## src/rtl/cordic_pkg.sv

```systemverilog
// Shared constants and types for the CORDIC front end and its phase generator.
package cordic_pkg;

   localparam int FRAC_BITS = 14;
   localparam int PI        = 51472;   // round(pi * 2^14)
   localparam int TWO_PI    = 102944;  // twice PI, so the wrap interval is exact

   typedef enum logic [1:0] {
      ST_IDLE = 2'd0,
      ST_RUN  = 2'd1,
      ST_DONE = 2'd2
   } phase_gen_state_t;

endpackage

```

## src/rtl/phase_wrap.sv

```systemverilog
// Combinational wrapped phase adder: next = acc + inc folded back into [-PI, PI).
// One correction is enough because |inc| < TWO_PI and acc is already in range.
module phase_wrap
   import cordic_pkg::*;
#(
   parameter int DATA_WIDTH = 32
) (
   input  logic signed [DATA_WIDTH-1:0] acc_i,
   input  logic signed [DATA_WIDTH-1:0] inc_i,
   output logic signed [DATA_WIDTH-1:0] next_o
);

   localparam logic signed [DATA_WIDTH:0] PI_W     = (DATA_WIDTH+1)'(PI);
   localparam logic signed [DATA_WIDTH:0] NEG_PI_W = -(DATA_WIDTH+1)'(PI);
   localparam logic signed [DATA_WIDTH:0] TWO_PI_W = (DATA_WIDTH+1)'(TWO_PI);

   logic signed [DATA_WIDTH:0] acc_x;
   logic signed [DATA_WIDTH:0] inc_x;
   logic signed [DATA_WIDTH:0] sum;
   logic signed [DATA_WIDTH:0] res;

   // Sum one bit wider than the operands, then fold back into range.
   always_comb begin
      acc_x = acc_i;
      inc_x = inc_i;
      sum   = acc_x + inc_x;
      if (sum >= PI_W) begin
         res = sum - TWO_PI_W;
      end else if (sum < NEG_PI_W) begin
         res = sum + TWO_PI_W;
      end else begin
         res = sum;
      end
      next_o = res[DATA_WIDTH-1:0];
   end

endmodule

```

## src/rtl/phase_gen.sv

```systemverilog
// Phase generator: emits num_samples wrapped angles into the CORDIC input FIFO,
// starting at phase_init and stepping by phase_inc, honouring the FIFO full flag.
//
// state   | meaning
// --------+-------------------------------------------------------------
// IDLE    | waiting for start; configuration not yet latched
// RUN     | presenting the accumulator; writes whenever the FIFO has room
// DONE    | one-cycle completion pulse, then back to IDLE
module phase_gen
   import cordic_pkg::*;
#(
   parameter int DATA_WIDTH  = 32,
   parameter int FRAC_BITS   = cordic_pkg::FRAC_BITS,
   parameter int COUNT_WIDTH = 16
) (
   input  logic                          clock,
   input  logic                          reset,
   input  logic                          start,
   input  logic signed [DATA_WIDTH-1:0]  phase_init,
   input  logic signed [DATA_WIDTH-1:0]  phase_inc,
   input  logic        [COUNT_WIDTH-1:0] num_samples,
   output logic signed [DATA_WIDTH-1:0]  p_fixed,
   output logic                          in_wr_en,
   input  logic                          in_full,
   output logic                          busy,
   output logic                          done
);

   // The angle format is shared with the CORDIC core; a mismatch is a build error.
   if (FRAC_BITS != cordic_pkg::FRAC_BITS) begin : g_frac_check
      $error("phase_gen FRAC_BITS does not match cordic_pkg");
   end

   phase_gen_state_t              state_q, state_d;
   logic signed [DATA_WIDTH-1:0]  acc_q, acc_d;
   logic signed [DATA_WIDTH-1:0]  inc_q, inc_d;
   logic        [COUNT_WIDTH-1:0] cnt_q, cnt_d;
   logic signed [DATA_WIDTH-1:0]  acc_next;
   logic                          wr;

   phase_wrap #(
      .DATA_WIDTH (DATA_WIDTH)
   ) u_wrap (
      .acc_i  (acc_q),
      .inc_i  (inc_q),
      .next_o (acc_next)
   );

   // State and datapath registers, synchronous reset.
   always_ff @(posedge clock) begin
      if (reset) begin
         state_q <= ST_IDLE;
         acc_q   <= '0;
         inc_q   <= '0;
         cnt_q   <= '0;
      end else begin
         state_q <= state_d;
         acc_q   <= acc_d;
         inc_q   <= inc_d;
         cnt_q   <= cnt_d;
      end
   end

   // Next-state, latch-on-start, and advance-on-write logic.
   always_comb begin
      state_d = state_q;
      acc_d   = acc_q;
      inc_d   = inc_q;
      cnt_d   = cnt_q;
      // Reset suppresses the strobe in the cycle it is applied, so no write
      // slips into the FIFO from a run that is being aborted.
      wr      = (state_q == ST_RUN) && !in_full && !reset;

      unique case (state_q)
         ST_IDLE: begin
            if (start) begin
               if (num_samples == '0) begin
                  state_d = ST_DONE;
               end else begin
                  state_d = ST_RUN;
                  acc_d   = phase_init;
                  inc_d   = phase_inc;
                  cnt_d   = num_samples;
               end
            end
         end
         ST_RUN: begin
            if (wr) begin
               acc_d = acc_next;
               cnt_d = cnt_q - COUNT_WIDTH'(1);
               if (cnt_q == COUNT_WIDTH'(1)) begin
                  state_d = ST_DONE;
               end
            end
         end
         ST_DONE: begin
            state_d = ST_IDLE;
         end
         default: begin
            state_d = ST_IDLE;
         end
      endcase
   end

   assign p_fixed  = acc_q;
   assign in_wr_en = wr;
   assign busy     = (state_q == ST_RUN);
   assign done     = (state_q == ST_DONE);

endmodule

```

## config.mk

```make
export PLATFORM = sky130hd
export DESIGN_NAME = phase_gen
export DESIGN_NICKNAME = d
export VERILOG_FILES = /design/src/rtl/cordic_pkg.sv /design/src/rtl/phase_wrap.sv /design/src/rtl/phase_gen.sv
export SDC_FILE = /design/constraint.sdc
export NUM_CORES = 1
export LEC_CHECK = 0
export ABC_AREA = 1
export BUFFER_PORTS_ARGS = -buffer_cell sky130_fd_sc_hd__buf_2
export CORE_ASPECT_RATIO = 0.5
export CORE_MARGIN = 1.5
export CORE_UTILIZATION = 45
export CTS_CLUSTER_DIAMETER = 150
export DETAILED_ROUTE_END_ITERATION = 7
export GPL_ROUTABILITY_DRIVEN = 0
export PLACE_DENSITY = 0.73
export SYNTH_ARGS = -nofsm -noshare
export SYNTH_HDL_FRONTEND = slang
export SYNTH_SLANG_ARGS = --single-unit
```

## constraint.sdc

```tcl
create_clock -name clock -period 3 [get_ports clock]
set_input_delay 0.15 -clock clock [delete_from_list [all_inputs] [get_ports clock]]
set_output_delay 0.15 -clock clock [all_outputs]
set_load 0.05 [all_outputs]
```

# After elaboration in Yosys (flattened, before gate mapping)
# Cells that the tools add are included.
# totals
elab_cells	43
ff_bits	82
input_bits	84
out_inout_bits	35
# classes
n_eq_ne	7
bitwise	1
reduce_logical	10
addsub	4
muxes	15
magnitude_cmp	2
# ops
cell	n
32-bit 2-to-1 mux	5
32-bit case mux with 2 select lines	1
16-bit 2-to-1 mux	3
32-bit by 32-bit adder with 33-bit output	1
33-bit by 17-bit greater-or-equal comparator with 1-bit output, second input constant	1
33-bit by 17-bit less-than comparator with 1-bit output, second input constant	1
32-bit by 18-bit adder with 32-bit output, second input constant	1
16-bit case mux with 2 select lines	1
32-bit by 18-bit subtractor with 32-bit output, second input constant	1
16-bit by 1-bit equality test with 1-bit output, second input constant	1
16-bit zero test	1
16-bit by 1-bit subtractor with 16-bit output, second input constant	1
2-bit 2-to-1 mux	4
2-bit inequality test, second input constant	3
3-bit AND reduction	2
2-bit case mux with 2 select lines	1
4-bit AND reduction	1
2-bit by 1-bit equality test with 1-bit output, second input constant	1
2-bit equality test, second input constant	1
1-bit logical AND	2
1-bit zero test	2
2-bit zero test	1
2-bit by 1-bit inequality test with 1-bit output, second input constant	1
2-bit nonzero test	1
1-bit NOT	1

# Depth between registers and ports, before layout
# Gate-level depths: netlist (run 1).
# logic_depth
ltp_word	6
depth_mapped	26
mapped_depth_nobuf	24

# Hierarchy
# A second synthesis (run 1) with hierarchy kept.
# hier_totals
cells_unflattened	1739
area_unflattened_um2	9115.0
# by_module_without_submodules
mod	seq_area_each_um2	area_each_um2	cells_per_inst	instances
phase_wrap	0.0	5142.4	1120	1
phase_gen	1641.6	3972.6	619	1

# Worst setup path after synthesis (run 1)
# Ideal clock, no wire load.
# synth_timing
path_kind	register to register
startpoint	reg acc_q[2], in the netlist p_fixed[2]
endpoint	reg acc_q[31], in the netlist p_fixed[31]
path_stages_with_launch	25
setup_time_ns	0.122
n_path_buf	2
period_less_slack_ns	3.226
path_slack_ns	-0.226
arrival_time_ns	3.104
cell_sequence	dfxtp_1 > ha_1 > buf_4 > inv_1 > nand2_1 > nand3_1 > nand2_1 > nand2_1 > nand2_1 > inv_1 > ha_1 > nand3_1 > nand2_1 > nand2_1 > nand2_1 > nand2_1 > nand2_1 > buf_4 > nand2_1 > nor3_1 > nand2_1 > nand2_1 > nand3_1 > nand2_1 > a21oi_2
# synth_between
elab_chain_len	6
elab_cells_between_ends	9
# synth_rtl
element	line	rtl
start: declaration	phase_gen.sv:35	logic signed [DATA_WIDTH-1:0] acc_q, acc_d;
start signal: assignment	phase_gen.sv:53	acc_q <= '0;
start signal: assignment	phase_gen.sv:58	acc_q <= acc_d;
32-bit by 32-bit adder with 33-bit output *	phase_wrap.sv:26	sum = acc_x + inc_x;
32-bit by 18-bit adder with 32-bit output / 33-bit by 17-bit less-than comparator with 1-bit output (equally long branches)	phase_wrap.sv:30, phase_wrap.sv:29	
32-bit 2-to-1 mux	phase_wrap.sv:29	end else if (sum < NEG_PI_W) begin
32-bit 2-to-1 mux *	phase_wrap.sv:27	if (sum >= PI_W) begin
32-bit 2-to-1 mux *	phase_gen.sv:88	if (wr) begin
32-bit case mux with 2 select lines *	phase_gen.sv:74	unique case (state_q)
# Mark *: on every way between the ends. The rest lies on a longest branch, timed or not. The select of a mux whose other input is x is not followed.
# A chain may end at the register's enable or synchronous reset.

# Worst setup path in the final report (run 1)
# layout_timing
startpoint	reg acc_q[10], in the netlist p_fixed[10]
endpoint	reg acc_q[9], in the netlist p_fixed[9]
# layout_between
elab_chain_len	6
elab_cells_between_ends	7
# layout_rtl
element	line
32-bit by 32-bit adder with 33-bit output *	phase_wrap.sv:26
33-bit by 17-bit less-than comparator with 1-bit output	phase_wrap.sv:29
32-bit 2-to-1 mux	phase_wrap.sv:29
32-bit 2-to-1 mux *	phase_wrap.sv:27
32-bit 2-to-1 mux *	phase_gen.sv:88
32-bit case mux with 2 select lines *	phase_gen.sv:74
# Marked as above.

==> results of run 1 <==
metal layers:
layer  global-route usage [%]  wire (µm)
met5                     3.35        112
met4                     8.43        742
met3                     8.03       4030
met2                     50.3      14900
met1                     47.4      16400
registers in the layout, summed over array words and instances (netlist names):
signal   count
inc_q       32
p_fixed     32
state_q      2
cnt_q       16
cell usage in the layout, fill, tap and decap left out, types with 11 or more instances in the layout:
| cell | n |
|---|---|
| nand3_2 | 14 |
| nor2_2 | 45 |
| inv_1 | 183 |
| inv_2 | 18 |
| nand2_4 | 23 |
| buf_2 | 118 |
| nand4_1 | 20 |
| buf_4 | 239 |
| nand2_1 | 519 |
| o21ai_0 | 70 |
| dfxtp_1 | 54 |
| nand2_2 | 89 |
| nand3_1 | 124 |
| a21oi_2 | 22 |
| nor2_1 | 195 |
| a21oi_1 | 65 |
| nor2_4 | 11 |
| ha_4 | 30 |
| dfxtp_2 | 22 |
| xor2_1 | 26 |
how the worst max path moves through the flow:
stage / start / endpoint / slack (ns)
3_3_place_gp: p_fixed[0]$_SDFFE_PP0P_ / p_fixed[7]$_SDFFE_PP0P_ / -0.23
3_5_place_dp: p_fixed[0]$_SDFFE_PP0P_ / p_fixed[8]$_SDFFE_PP0P_ / -0.32
2_1_floorplan: p_fixed[3]$_SDFFE_PP0P_ / p_fixed[31]$_SDFFE_PP0P_ / 0.002
6_report: p_fixed[10]$_SDFFE_PP0P_ / p_fixed[9]$_SDFFE_PP0P_ / -0.1
4_1_cts: inc_q[0]$_SDFFE_PP0P_ / p_fixed[8]$_SDFFE_PP0P_ / -0.04
5_1_grt: inc_q[0]$_SDFFE_PP0P_ / p_fixed[28]$_SDFFE_PP0P_ / -0.28
cell families (layout without fill, tap and decap cells):
| kind of cell | after synthesis | count (layout) | share of synthesized area, % |
|---|---|---|---|
| other | 0 | 1 | 0 |
| adder cells (fa/ha/maj) | 38 | 38 | 5.39 |
| buffers and inverters | 249 | 591 | 11.2 |
| flip-flops | 82 | 82 | 18.3 |
| AO/OA/AOI/OAI | 190 | 190 | 11.4 |
| XOR/XNOR | 27 | 27 | 2.64 |
| AND/OR/NAND/NOR | 1082 | 1083 | 51.0 |
final cells by class:
| class | instances | area share [%] |
|---|---|---|
| Tap cell | 266 | 2.53 |
| Timing Repair Buffer | 373 | 19.9 |
| Sequential cell | 82 | 12.9 |
| Clock inverter | 7 | 0.646 |
| Clock buffer | 9 | 1.71 |
| Inverter | 202 | 5.78 |
| Multi-Input combinational cell | 1338 | 56.5 |
| Antenna cell | 1 | 0.0190 |
power groups by stage:
stage               sequential (mW)  clock, mW  combinational (mW)
CTS                            1.47       1.21                5.72
global route                   1.53       1.26                6.87
global placement               1.46          0                5.28
finish                         1.52       1.20                6.38
detailed placement             1.46          0                5.33
floorplan                      1.68          0                2.89
worst register-to-register path, delay by kind of cell (launching register included):
family	cells	cell delay, ns
and+or+nand+nor	13	1.42
adders and majority gates	1	0.31
buffers and inverters	5	0.71
DFF	1	0.37
AOI/OAI and AO/OA	2	0.19
repair_timing:
item	4_1_cts	5_1_grt
gates cloned	2	0
resized for setup	114	167
pin swaps	35	38
buffers inserted	13	8
setup endpoints to repair	27	27
hold buffers	4	0
endpoints found under the hold margin	4	0
==> impl_results.md, run 1 <==
* Mapped cell area at around 9000 µm²
* Port Buf Inserts at ~120
* Logic pwr share at between 70% and 80%
* Die Area at between 20000 and 25000 µm²
* Post-synthesis register bit count at around 80
* Internal power at ~4.6 mW
* Syn. warnings at 0
* Pwr Total at 9.10 mW
* Routed WL at 36.2 mm
* Total negative slack at -1.22 ns
* Register clock-pin slew on the reported worst setup and hold paths at 0.07 ns
* GR Util All Layers at ~33%
* Die Y at 103 µm
* RSZ-0062 raised after global routing: yes
* Pins Over Slew Limit at 0
* Crit path time final at 3.10 ns
* Final WS setup at -0.0961 ns
* Post-Place Cell Area at 11500 µm²
* Vias in the first global route at 10700
* Core area at 19500 µm²
* Hold path start: phase_inc[25]
* Synth async-reset ratio at 0%
* Seq pwr share at 16.7%
* Synthesized Nets at 1790
* WHS Path Cells at 3
* WP buf/inv at 5
* Antenna violations before repair at 2
* Clk_lat worst skew at 0.37 ns
* RR Startpoint: p_fixed[10]$_SDFFE_PP0P_
* Sw Ratio at 49.6%
* Violated checks: setup timing
* Depth of the CTS H-tree at 3
* Register area at around 1700 µm²
* Switch Pwr at 4.52 mW
* Total of max-cap violations at 0
* Syn_area_per_cell at 5.38 µm²
* CTS tree: built
* Synth top area share at 24.7%
* Post-placement cell count at roughly 2200
* Routed WL per cell at approximately 16 µm
* Sink Count at 82
* Dominant synthesized flop cell: dfxtp_1
* Worst path required time at around 3.3 ns
* Sequential fraction of the synthesis area at a little under a fifth
* Hold slack at about 0.0049 ns
* Number of synthesized flops with an enable pin at 0
* Top post-synthesis cells by area: nand2_1 (25%), dfxtp_1 (18%), nor2_1 (10%)
* Peak per-stage delay on the critical path at around 0.37 ns
* Final Net Count at around 2100
* Worst hold path endpoint: inc_q[25]$_SDFFE_PP0P_
* Power density over the cells at 691 nW/µm²
* Top-count cell post-synth: nand2_1
* Largest net degree at the start of global routing at 61
* Via count at between 10000 and 15000
* Post-DR vias/cell at approximately 5.3
* Most common cell on crit path: nand2_1
* Clk network pwr share at about an eighth
* Fill cell count at roughly 1600
* Synth cell count leaders: nand2_1 (589), nor2_1 (239), inv_1 (189), nand3_1 (137), a21oi_1 (85)
* Peak Freq at 323 MHz
* Critical path's slowest cell: dfxtp_4
* CP startpoint kind: flip-flop
* VDD IR-drop max at around 0.38 mV
* CTS root buffer: clkbuf_16
* Setup Slack @ Placement at -0.322 ns
* CP Depth at 21
* Worst path cell trace: ha_4, nand2_1, inv_1, nand2_2, inv_2, buf_4, nand2_1, inv_1, nand3_2, nand3_1, nand2_4, nor2_2, nand2_1, nor2_1, nand4_1, nand2_4, bufbuf_16, a21oi_2, nand2_1, nand2_1, a21oi_1
* Longest Clk Path Bufs at 2
* Leak at approximately 6.7 nW
* Crit path DAT at 3.38 ns
* Crit path kind: flip-flop to flip-flop
* Reg-to-reg slack, setup at -0.1 ns
* Share of layout cells above drive strength 1 at approximately a third
* Die Width at approximately 200 µm
* Fin util at 67.5%
* Initial Util at 46.0%
* Worst slew margin at 51.7%
* Cell count after synthesis at 1668
* DR iter-0 viols at between 1000 and 1500
* Worst Tran Pin Value at just over 0.7 ns
* Ports at roughly 120
* Footprint of the multi-input gates at between 7000 and 8000 µm²
* Setup crit end kind: flip-flop
* First-pass GRT wire length at roughly 55 mm
* Final non-filler cell total at between 2000 and 2500
* End of the worst register-to-register path: p_fixed[9]$_SDFFE_PP0P_
* Pre-antenna DRT Iters at 6
* Area grow syn2layout at 46.8%
* Final antenna-violating net count at 0
* Worst hold path type: input pin to flip-flop
* Cts bufs inserted at 9
* Final Cycle Share at 103%
* Final setup viols at 24
* Area leader, netlist: nand2_1
* Maximum fanout along the worst path at 4
* Placed wire-length estimate at about 27 mm
* Clock skew at between 0.008 and 0.009 ns
* Residual DRC at 0
* Reg2Reg Depth at 21
* Row cnt at 36
* Outcome: finished with violations
* Final Hold Vio Count at 0
* Global route total overflow at 0
* Cell area after layout at approximately 13000 µm²
* Library cells used by synthesis at 46
* Largest delay contributor family on the critical path: simple AND/OR/NAND/NOR gates
No activity file was read; power rests on OpenSTA's default activity.
==> run 2, diff against run 1 <==
--- a/config.mk
+++ b/config.mk
@@ -6,14 +6,14 @@
 export NUM_CORES = 1
 export LEC_CHECK = 0
 export ABC_AREA = 1
-export BUFFER_PORTS_ARGS = -buffer_cell sky130_fd_sc_hd__buf_2
 export CORE_ASPECT_RATIO = 0.5
 export CORE_MARGIN = 1.5
 export CORE_UTILIZATION = 45
 export CTS_CLUSTER_DIAMETER = 150
 export DETAILED_ROUTE_END_ITERATION = 7
+export DONT_BUFFER_PORTS = 1
 export GPL_ROUTABILITY_DRIVEN = 0
-export PLACE_DENSITY = 0.73
+export PLACE_DENSITY = 0.68
 export SYNTH_ARGS = -nofsm -noshare
 export SYNTH_HDL_FRONTEND = slang
 export SYNTH_SLANG_ARGS = --single-unit
==> impl_results.md, run 2 (synthesis gave the netlist of run 1 again) <==
* Ports at ~120
* Worst Tran Pin Value at slightly below 0.9 ns
* Crit path kind: flip-flop to flip-flop
* Sw Ratio at about 52%
* Switch Pwr at around 4.9 mW
* Pre-antenna DRT Iters at 6
* Most frequent cells in the layout: nand2_1 (474), buf_4 (253), nor2_1 (187)
* Clock skew at a little over 0.008 ns
* Core area at 19500 µm²
* Via count at between 10000 and 15000
* DR iter-0 viols at between 1500 and 2000
* Footprint of the multi-input gates at 7900 µm²
* Pins Over Slew Limit at 0
* Area grow syn2layout at 52.3%
* Violated checks: setup timing
* CTS tree: built
* Setup Slack @ Placement at -0.472 ns
* Final Cycle Share at 107%
* Logic pwr share at 72.5%
* ANT cells at 0
* Crit path time final at around 3.2 ns
* Fin util at a little over two thirds
* Die Area at ~21000 µm²
* Register clock-pin slew on the reported worst setup and hold paths at about 0.070 ns
* Die Y at 103 µm
* GR Util All Layers at about a third
* Routed WL per cell at 18.0 µm
* Depth of the CTS H-tree at 3
* Share of layout cells above drive strength 1 at 34.9%
* Power density over the cells at 696 nW/µm²
* Final WS setup at -0.210 ns
* Largest net degree at the start of global routing at 61
* Total of max-cap violations at 0
* Port Buf Inserts at 0
* Final setup viols at 27
* CTS root buffer: clkbuf_16
* Global route total overflow at 0
* Cts bufs inserted at 9
* Final Hold Vio Count at 0
* Final Net Count at about 2100
* Worst hold path type: input pin to flip-flop
* Leak at approximately 6.6 nW
* Maximum fanout along the worst path at 6
* CP startpoint kind: flip-flop
* Worst slew margin at 41.8%
* Pwr Total at 9.50 mW
* Internal power at between 4 and 5 mW
* Clk_lat worst skew at approximately 0.37 ns
* Vias in the first global route at around 11000
* Final antenna-violating net count at 0
* Routed WL at about 40 mm
* First-pass GRT wire length at roughly 56 mm
* VDD IR-drop max at approximately 0.53 mV
* Fill cell count at 1449
* Row cnt at 36
* RSZ-0062 raised after global routing: yes
* Placed wire-length estimate at around 27 mm
* Sink Count at roughly 80
* Setup crit end kind: flip-flop
* Residual DRC at 0
* Post-DR vias/cell at 5.64
* Initial Util at ~46%
* Worst path required time at 3.30 ns
* Outcome: finished with violations
* Longest Clk Path Bufs at 2
* Commonest non-fill, non-tap cell in the layout: nand2_1
* Register area at around 1700 µm²
* Antenna violations before repair at 1
* Peak Freq at 312 MHz
* Crit path DAT at between 3 and 4 ns
* Die Width at 203 µm
* Seq pwr share at between 10% and 20%
* Total negative slack at -3.57 ns
* Clk network pwr share at a little under an eighth
-- run 2: changes by cell type in the layout (fill, tap and decap cells not counted), moves of 17 or more --
cell           change
nand2_1           -45
nand2_4           +18
nand2_2           +28
dlygate4sd3_1     +43
buf_2            -118
nand3_1           -17
-- run 2: per-stage QoR --
stage	instances	cell area (µm²)	hold WS, ns
after detailed placement	2133	11000	0.226
after floorplan	1668	8980	0.285
final	2225	13700	0.00270
after CTS	2208	12500	0.00164
after global placement	2133	11000	0.223
after global routing	2225	13700	0.0240
-- run 2: worst paths after layout --
kind / slack, ns / cells past startpoint / endpoint / startpoint
hold / removal: 0.003 / 2 / p_fixed[30]$_SDFFE_PP0P_ / phase_init[30]
setup / recovery: -0.21 / 21 / p_fixed[24]$_SDFFE_PP0P_ / p_fixed[0]$_SDFFE_PP0P_
hold reg to reg: 0.50 / 2 / cnt_q[15]$_SDFFE_PP0P_ / cnt_q[15]$_SDFFE_PP0P_
setup reg to reg: -0.21 / 21 / p_fixed[24]$_SDFFE_PP0P_ / p_fixed[0]$_SDFFE_PP0P_
-- run 2: layout make-up --
type / count / area share (%)
inverters: 202 / 5.66
clock buffers: 11 / 1.70
repair buffers: 319 / 19.6
multi-input cells: 1339 / 57.8
well taps: 266 / 2.44
repair inverters: 1 / 0.0641
flip-flops and latches: 82 / 12.5
clock inverters: 5 / 0.275
-- run 2: routing by layer --
metal | up-vias | GRT usage [%] | wire [µm]
met5 | - | 0 | 0
met4 | 0 | 10.5 | 1560
met3 | 166 | 11.2 | 5500
met2 | 874 | 51.5 | 16400
met1 | 5671 | 48.6 | 16600
li1 | 5849 | - | -
-- run 2: power groups by stage --
stage / registers [mW] / logic [mW] / clock network [mW]
after floorplan: 1.68 / 2.89 / 0
after global placement: 1.44 / 5.31 / 0
after detailed placement: 1.44 / 5.33 / 0
after CTS: 1.47 / 5.81 / 1.10
after global routing: 1.52 / 7.31 / 1.16
final: 1.51 / 6.89 / 1.11
-- run 2: critical path, stage by stage (launching register included) --
cell     delay, ns
dfxtp_2       0.34
ha_4          0.16
fa_2          0.43
nand2_2       0.10
nand2_4       0.07
nand3_4       0.10
nand2_4       0.09
nand2_1       0.13
nand3_1       0.20
nand2_4       0.15
buf_4         0.16
nor2_1        0.05
nand2_1       0.07
nand3_2       0.11
nand3_4       0.18
nand2_8       0.10
buf_12        0.15
nor2_1        0.10
nand2_1       0.07
nand3_1       0.14
nand2_2       0.08
a21oi_1       0.14
-- run 2: timing repair --
action                                  in CTS  in global routing
pin swaps                                   30                 90
cloned                                       1                  5
hold endpoints to repair                    77                  0
setup buffers                               10                 13
hold buffers                                48                  0
endpoints found under the setup margin      27                 28
resized for setup                          139                270
==> run 3, diff against run 2 <==
--- a/config.mk
+++ b/config.mk
@@ -8,12 +8,12 @@
 export ABC_AREA = 1
 export CORE_ASPECT_RATIO = 0.5
 export CORE_MARGIN = 1.5
-export CORE_UTILIZATION = 45
+export CORE_UTILIZATION = 35
 export CTS_CLUSTER_DIAMETER = 150
 export DETAILED_ROUTE_END_ITERATION = 7
 export DONT_BUFFER_PORTS = 1
 export GPL_ROUTABILITY_DRIVEN = 0
-export PLACE_DENSITY = 0.68
+export PLACE_DENSITY = 0.57
 export SYNTH_ARGS = -nofsm -noshare
 export SYNTH_HDL_FRONTEND = slang
 export SYNTH_SLANG_ARGS = --single-unit
==> constraint.sdc (replaced) <==
create_clock -name clock -period 3 [get_ports clock]
set_input_delay 0.9 -clock clock [delete_from_list [all_inputs] [get_ports clock]]
set_output_delay 0.9 -clock clock [all_outputs]
set_load 0.05 [all_outputs]
==> impl_results.md, run 3 (synthesis gave the netlist of run 1 again) <==
* CTS root buffer: clkbuf_16
* Pins Over Slew Limit at 0
* Commonest non-fill, non-tap cell in the layout: nand2_1
* Maximum fanout along the worst path at 7
* Outcome: finished with violations
* Sw Ratio at between 40% and 50%
* Final Net Count at 2032
* Pre-antenna DRT Iters at 6
* Via count at 11400
* Crit path time final at a little over 3 ns
* Row cnt at 41
* Register clock-pin slew on the reported worst setup and hold paths at 0.07 ns
* Final antenna-violating net count at 0
* Worst path required time at approximately 3.3 ns
* Worst hold path type: flip-flop to flip-flop
* Final WS setup at -0.0851 ns
* WHS Path Cells at 2
* Leak at roughly 6.4 nW
* Clk_lat worst skew at 0.38 ns
* Setup crit end kind: flip-flop
* Total negative slack at -0.957 ns
* Depth of the CTS H-tree at 3
* Crit path DAT at ~3.4 ns
* Routed WL at about 37 mm
* Sink Count at 82
* Largest net degree at the start of global routing at 51
* Crit path kind: flip-flop to flip-flop
* Worst slew margin at a little over half
* Total of max-cap violations at 0
* Post-placement cell count at roughly 2200
* Core area at ~25000 µm²
* Port Buf Inserts at 0
* DR iter-0 viols at between 1000 and 1500
* Internal power at roughly 4.6 mW
* Final setup viols at 25
* Routed WL per cell at 16.4 µm
* Seq pwr share at around 17%
* Die Area at 26700 µm²
* Hold slack at 0.473 ns
* Longest Clk Path Bufs at 2
* Clk network pwr share at 14.1%
* Register area at around 1700 µm²
* GR Util All Layers at about 27%
* ANT cells at 0
* Global route total overflow at 0
* Setup Slack @ Placement at -0.302 ns
* Footprint of the multi-input gates at ~7500 µm²
* Fin util at between 50% and 60%
* RSZ-0062 raised after global routing: yes
* Share of layout cells above drive strength 1 at a little under a third
* Die Width at roughly 230 µm
* Worst Tran Pin Value at ~0.68 ns
* Cts bufs inserted at 9
* Cell area after layout at 13000 µm²
* Area grow syn2layout at 44.7%
* Most frequent cells in the layout: nand2_1 (504), buf_4 (260), nor2_1 (205)
* CTS tree: built
* Die Y at 116 µm
* First-pass GRT wire length at about 55 mm
* Clock skew at between 0.01 and 0.015 ns
* Final Cycle Share at 103%
* Vias in the first global route at roughly 10000
* Ports at 119
* Reg2Reg Depth at 17
* CP startpoint kind: flip-flop
* Peak Freq at between 300 and 400 MHz
* Post-Place Cell Area at between 10000 and 15000 µm²
* Fill cell count at between 2000 and 3000
* Power density over the cells at ~700 nW/µm²
* Final non-filler cell total at around 2300
* Final Hold Vio Count at 0
* Initial Util at approximately 36%
* Antenna violations before repair at 0
* Switch Pwr at roughly 4.5 mW
* VDD IR-drop max at between 0.4 and 0.5 mV
* Pwr Total at about 9.1 mW
* Post-DR vias/cell at between 5 and 6
* Residual DRC at 0
* Logic pwr share at between 60% and 70%
* Placed wire-length estimate at between 20 and 30 mm
* Violated checks: setup timing
## run 3: timing repair
action	CTS	global route
pin swaps	25	68
endpoints found under the hold margin	0	0
gates cloned	0	3
hold buffers	0	0
resized for setup	106	180
setup endpoints to repair	27	27
setup buffers	6	12
## run 3: critical path: stages, from the launching register on
cell     delay, ns
dfxtp_2       0.33
ha_4          0.16
fa_2          0.38
nand3_1       0.12
nand3_2       0.09
buf_4         0.16
xnor2_2       0.15
inv_1         0.13
buf_4         0.14
nand4_1       0.14
nor3_2        0.25
nand4_1       0.18
nand2_4       0.21
buf_4         0.15
a21oi_1       0.05
nand2_1       0.13
nand2_1       0.08
a21oi_1       0.13
## run 3: final cells by class
class	instances	share of cell area (%)
clock inverters	5	0.656
inverters	202	5.86
well taps	344	3.32
repair buffers	278	17.5
multi-input cells	1337	57.8
flip-flops and latches	82	13.0
clock buffers	10	1.84
## run 3: power by group through the flow
| stage | Clock, mW | Combinational (mW) | Sequential, mW |
|---|---|---|---|
| floorplan | 0 | 2.89 | 1.68 |
| global placement | 0 | 5.42 | 1.45 |
| detailed placement | 0 | 5.44 | 1.44 |
| CTS | 1.31 | 5.72 | 1.45 |
| global route | 1.34 | 6.85 | 1.51 |
| finish | 1.28 | 6.34 | 1.50 |
## run 3: worst paths after layout
kind                                             from                  endpoint  slack (ns)
worst min-delay path            cnt_q[6]$_SDFFE_PP0P_     cnt_q[6]$_SDFFE_PP0P_        0.47
worst max-delay path            inc_q[0]$_SDFFE_PP0P_  p_fixed[22]$_SDFFE_PP0P_       -0.09
worst min register to register  cnt_q[6]$_SDFFE_PP0P_     cnt_q[6]$_SDFFE_PP0P_        0.47
worst max register to register  inc_q[0]$_SDFFE_PP0P_  p_fixed[22]$_SDFFE_PP0P_       -0.09
## run 3: layer usage
| metal | vias up | part of all wire [%] | GRT usage [%] |
|---|---|---|---|
| met5 | - | 0 | 0 |
| met4 | 0 | 1.4 | 5.61 |
| met3 | 37 | 8.4 | 6.01 |
| met2 | 407 | 41 | 39.9 |
| met1 | 5186 | 50 | 39.8 |
| li1 | 5771 | - | - |
